<file path="config.mk">
export PLATFORM = sky130hd
export DESIGN_NAME = register_file_rd
export DESIGN_NICKNAME = d
export VERILOG_FILES = /design/src/rtl/register_file_rd.sv
export SDC_FILE = /design/constraint.sdc
export NUM_CORES = 1
export LEC_CHECK = 0
export CAP_MARGIN = 20
export CORE_MARGIN = 3
export CORE_UTILIZATION = 55
export CTS_CLUSTER_DIAMETER = 150
export DETAILED_ROUTE_END_ITERATION = 7
export GPL_ROUTABILITY_DRIVEN = 0
export PLACE_DENSITY = 0.75
export SLEW_MARGIN = 40
export SYNTH_ARGS = -nofsm -noshare
export SYNTH_HDL_FRONTEND = slang
export SYNTH_SLANG_ARGS = --single-unit
export TNS_END_PERCENT = 50
</file>
<file path="constraint.sdc">
create_clock -name CLK -period 3.8 [get_ports CLK]
set_input_delay 0.57 -clock CLK [delete_from_list [all_inputs] [get_ports CLK]]
set_output_delay 0.57 -clock CLK [all_outputs]
set_load 0.01 [all_outputs]
</file>
<file path="src/rtl/register_file_rd.sv">
// Eight-entry register file with two combinational, write-bypassed read ports and a
// handshaked sequencer that streams every stored register to a debug/trace consumer.
module register_file_rd #(
    parameter int unsigned NUM_REGS = 8,
    parameter int unsigned ADDR_W   = 3,
    parameter int unsigned DATA_W   = 16
) (
    input  logic              CLK,
    input  logic              reset,
    input  logic              regWrite,
    input  logic [ADDR_W-1:0] waddr,
    input  logic [DATA_W-1:0] din,
    input  logic [ADDR_W-1:0] raddr_a,
    input  logic [ADDR_W-1:0] raddr_b,
    output logic [DATA_W-1:0] dout_a,
    output logic [DATA_W-1:0] dout_b,
    input  logic              dump_start,
    input  logic              dump_ready,
    output logic              dump_valid,
    output logic [ADDR_W-1:0] dump_addr,
    output logic [DATA_W-1:0] dump_data,
    output logic              dump_busy
);

    typedef enum logic [1:0] {StIdle, StLoad, StSend} dumpState_e;

    dumpState_e        stateQ, stateD;
    logic [DATA_W-1:0] regs [NUM_REGS];
    logic [ADDR_W-1:0] dumpAddrQ;
    logic [DATA_W-1:0] dumpDataQ;
    logic              lastBeat;

    // R0 is cleared on reset and never written, so it always holds zero.
    always_ff @(posedge CLK) begin
        if (!reset) begin
            for (int i = 0; i < int'(NUM_REGS); i++) begin
                regs[i] <= '0;
            end
        end else if (regWrite && (waddr != '0)) begin
            regs[waddr] <= din;
        end
    end

    always_comb begin
        dout_a = regs[raddr_a];
        if (raddr_a == '0) begin
            dout_a = '0;
        end else if (regWrite && (waddr == raddr_a)) begin
            dout_a = din;
        end
    end

    always_comb begin
        dout_b = regs[raddr_b];
        if (raddr_b == '0) begin
            dout_b = '0;
        end else if (regWrite && (waddr == raddr_b)) begin
            dout_b = din;
        end
    end

    assign lastBeat = (dumpAddrQ == ADDR_W'(NUM_REGS - 1));

    always_ff @(posedge CLK) begin
        if (!reset) begin
            stateQ <= StIdle;
        end else begin
            stateQ <= stateD;
        end
    end

    always_comb begin
        stateD = stateQ;
        unique case (stateQ)
            StIdle:  if (dump_start) stateD = StLoad;
            StLoad:  stateD = StSend;
            StSend:  if (dump_ready) stateD = lastBeat ? StIdle : StLoad;
            default: stateD = StIdle;
        endcase
    end

    // The beat is captured from stored contents only, so a same-cycle write is not seen.
    always_ff @(posedge CLK) begin
        if (!reset) begin
            dumpAddrQ <= '0;
            dumpDataQ <= '0;
        end else begin
            if ((stateQ == StIdle) && dump_start) begin
                dumpAddrQ <= '0;
            end else if ((stateQ == StSend) && dump_ready && !lastBeat) begin
                dumpAddrQ <= dumpAddrQ + ADDR_W'(1);
            end
            if (stateQ == StLoad) begin
                dumpDataQ <= regs[dumpAddrQ];
            end
        end
    end

    always_comb begin
        dump_valid = (stateQ == StSend);
        dump_busy  = (stateQ != StIdle);
        dump_addr  = dumpAddrQ;
        dump_data  = dumpDataQ;
    end

endmodule

</file>
# --- After elaboration in Yosys (flattened, before gate mapping) ---
# Memories as Yosys holds them, arrays and structs flattened. A register that Yosys moved wholly into a read port is not among the register bits.
# Cells that the tools add are included.
# W data, S select, Z words.
op_classes:
  n_addsub: 1
  eq_ne: 7
  n_mux: 15
  bitwise: 1
  reduce_logical: 16
ops:
  columns: ["op", "n"]
  rows:
  - ["$mux W16", 5]
  - ["$reduce_or A16 Y1", 1]
  - ["$eq A3 B3 Y1", 2]
  - ["$logic_and A1 B1 Y1", 6]
  - ["$logic_not A3 Y1", 2]
  - ["$mux W1", 6]
  - ["$pmux W2 S3", 1]
  - ["$mux W2", 2]
  - ["$ne A2 B2 Y1 const B", 2]
  - ["$add A3 B1 Y3 const B", 1]
  - ["$eq A3 B3 Y1 const B", 1]
  - ["$mux W3", 1]
  - ["$reduce_bool A3 Y1", 1]
  - ["$eq A2 B1 Y1 const B", 1]
  - ["$eq A2 B2 Y1 const B", 1]
  - ["$logic_not A1 Y1", 2]
  - ["$logic_not A2 Y1", 1]
  - ["$reduce_and A2 Y1", 1]
  - ["$reduce_bool A2 Y1", 1]
  - ["$reduce_or A2 Y1", 1]
  - ["$not A1 Y1", 1]
word_totals:
  regBits: 5
  mem_bits_rw: 128
  out_inout_bits: 53
  n_memories: 1
memory_table:
  columns: ["memory", "words", "word_bits", "rd", "rd_clocked_by_memory_dff", "write_ports", "line", "text"]
  rows:
  - ["regs", 8, 16, 3, 1, 8, "28", "logic [DATA_W-1:0] regs [NUM_REGS];"]

# --- Depth between registers and ports, before layout ---
depth:
  ltp_word: 7
  depth_mapped: 7
  depth_no_buf: 6

# --- Least setup slack after synthesis ---
# OpenSTA, ideal clock, no wires.
synth_path:
  path_type: "in2reg"
  startpoint: "input port reset"
  endpoint: "memory regs[5][0], enable pin"
  setup_time_ns: 0.411
  arrival_time_ns: 2.144
  required_ns: 3.389
  slack_ns: 1.245
  path_stages: 3
  cell_sequence: "clkbuf_2 > nand3_1 > o21ai_0"
synth_rtl:
  columns: ["item", "line", "text"]
  rows:
  - ["from (decl)", "9", "input logic reset,"]
  - ["to (decl)", "28", null]

# --- Final worst setup path ---
layout_path:
  startpoint: "input port raddr_a[1]"
  endpoint: "output port dout_a[6]"
layout_between:
  elab_chain_cells: 4
  elab_cells_between_ends: 6
layout_lines:
  columns: ["item", "line", "text"]
  rows:
  - ["from (decl)", "13", "input logic [ADDR_W-1:0] raddr_a,"]
  - ["branches (longest 3 deep; another with $mem_v2 Z8 W16)", null, null]
  - ["$mux W16 (*)", "46", "if (raddr_a == '0) begin"]
  - ["to (decl)", "15", "output logic [DATA_W-1:0] dout_a,"]
# Every way passes the cells marked *.

==> results.toml <==
[timing]
finalCritPeriodShare = 0.977
fin_skew_ns = 0.00660
worst_slew_pin_slew_ns = 0.797
hold_violations = 0
rsz0062_at_grt = "false"
setup_tns_ns = 0
fin_crit_ns = 3.71
max_freq_ghz = 0.269
max-slew-margin-rel = 0.469
report.final.slew_viol_count = 0
setup_violations = 0
fin_ws_ns = 0.0871

[logic_synthesis]
synth_edf_count = 128
async_flop_share = 0
syn_inst = 677
yosys-top-cells-area = "edfxtp_1 44%, mux4_2 13%, and2_1 7.9%"
synth-main-ff-cell = "edfxtp_1"
yosysSeqAreaShare = 0.483
synth_area_per_cell_sq_um = 13.0
yosysWarnings = 0
synthesis.area_sq_mm = 0.00882
synth_seq_cells = 149
synth_top_area_share = 0.436
synth_top_cell_by_area = "edfxtp_1"
synth_cell_type_count = 35

[place]
place_hpwl_microns = 17100
dp_slack_ns = 0.0666
dp_cells = 965
place_area_sq_mm = 0.00990
port_buffers = 82

[layout]
layout.nets = 805
multi_input_area_sq_mm = 0.00426
syn2layout_area_growth_pct = 19.4
fin_util = 0.683
final_cell_mix = "128 x edfxtp_1, 112 x and2_1, 80 x clkdlybuf4s50_1"
layout_commonest_cell = "edfxtp_1"
nFillCells = 1114
fin_area_sq_mm = 0.0105
n_antenna_cell = 0
drive_gt1_frac = 0.172
ff_latch_area_sq_mm = 0.00427
stdcell_count = 997

[worst_setup_path]
critPathMaxStageDelay_ns = 0.72
start_kind = "primary input"
crit_chain = "clkdlybuf4s50_1 -> nand2b_2 -> o22ai_1 -> a211oi_1 -> nor3_1 -> clkdlybuf4s50_1"
cp_slowest_cell = "clkdlybuf4s50_1"
cp_max_fo = 15
crit_type = "in2out"
worstPathRequired_ns = 3.23
cp.arrival_ns = 3.14
cp-end-kind = "primary output"
critPathMostFrequentCell = "clkdlybuf4s50_1"

[power_and_ir_drop]
clkPwrFrac = 0.398
vdd_drop_max_v = 0.000406
p_leak_uw = 0.00381
switchingPower_uw = 1130
p_per_area_mw_per_mm2 = 426
internal-power_uw = 3360
comb_power_share = 0.163
seqPwrFrac = 0.439
switching_share = 0.253

[grt]
gr-usage-met2 = 0.465
globalRoute.busiestLayer = "met2"
grt_pass1_wl_microns = 37700
grtUsageMet1 = 0.373
grt_max_degree = 36
grt-ovfl-total = 0
grt_pass1_vias = 6566
globalRouteTotalUtil = 0.281
gr-usage-met3 = 0.0529
antenna_found_initial = 0

[floorplan]
initial_core_util = 0.572
ios = 83
die-area_sq_mm = 0.0176
die_w_microns = 133
die_h_microns = 133
rows = 45
coreArea_sq_mm = 0.0154

[detailed_routing]
drtPass1Iterations = 5
route.vias.total = 6463
drc = 0
drt_iter0_drc = 596
wl_microns = 24400
post_drt_wl_per_cell_microns = 24.5
routed_via_density = 6.48
antenna_left = 0

[cts]
hold_buffers = 0
cts_root_buf = "clkbuf_16"
post-cts-setup-buffers = 0
clk_path_buf_depth = 2
cts.sinks = 149
path_clk_slew_ns = 0.06
cts-buffers-inserted = 17
clk_latency_ns = 0.42
cts_resized = 0
htree_levels = 4
cts_tree = "done"

[flow_run]
max_cap_viol_count = 0

[status]
status = "completed"

[worst_hold_path]
min_path_type = "reg2reg"
worst max-delay path: cells and delay by family:
kind / cells / cell delay [ns]
buf+inv: 2 / 1.34
simple gates: 2 / 0.69
compound gates: 2 / 0.52
flip-flops by register name (all words and copies together), names as in the netlist:
signal / cells
stateQ: 2
dump_addr: 3
dump_data: 16
regs: 128
routing by layer:
metal	wire, microns	up-vias
met5	0	-
met4	613	0
met3	2050	52
met2	12000	385
met1	9800	3217
li1	-	2809
area by class of cell:
class | count | share of cell area
clock buffer | 18 | 0.0407
sequential | 149 | 0.405
clock inverter | 14 | 0.0188
multi-input combinational | 483 | 0.405
tap | 211 | 0.0251
inverter | 3 | 0.00107
timing repair buffer | 119 | 0.105
per-stage QoR:
| stage | power, uW | hold slack, ns |
|---|---|---|
| after global placement | 2690 | 0.445 |
| final | 4490 | 0.468 |
| after detailed placement | 2720 | 0.458 |
| after CTS | 4500 | 0.467 |
| after global routing | 4620 | 0.494 |
| after floorplan | 2380 | 0.431 |
cell families after synthesis:
kind of cell             count (synthesis)  synth area share
AND/OR/NAND/NOR                        223             0.140
flip-flops                             149             0.483
multiplexers                           131             0.250
AO/OA/AOI/OAI                          104            0.0760
buffers and inverters                   60            0.0404
XOR/XNOR                                 7           0.00695
adder cells (fa/ha/maj)                  2           0.00284
other                                    1          0.000425
power by group through the flow:
stage / clock network, uW / logic [uW] / registers (uW)
after global routing: 1870 / 772 / 1980
after CTS: 1810 / 724 / 1970
after detailed placement: 0 / 719 / 2000
final: 1790 / 732 / 1970
after global placement: 0 / 703 / 1990
after floorplan: 0 / 409 / 1980
worst paths after layout:
check	from	to	slack (ns)	depth (start not counted)
min	stateQ[0]$_SDFFE_PN0P_	stateQ[0]$_SDFFE_PN0P_	0.47	1
min reg2reg	stateQ[0]$_SDFFE_PN0P_	stateQ[0]$_SDFFE_PN0P_	0.47	1
max reg2reg	dump_addr[1]$_SDFFE_PP0P_	dump_data[4]$_SDFFE_PN0N_	1.81	4
max	raddr_a[1]	dout_a[6]	0.09	6
cell usage after synthesis, types with 21 or more instances:
| cell type | number |
|---|---|
| o22ai_1 | 48 |
| mux2i_1 | 65 |
| and2_1 | 112 |
| buf_2 | 21 |
| o21ai_0 | 23 |
| dfxtp_1 | 21 |
| mux4_2 | 49 |
| edfxtp_1 | 128 |
| nor2_1 | 58 |
| a211oi_1 | 27 |
| nor3_1 | 30 |
(Power assumes the default switching activity.)
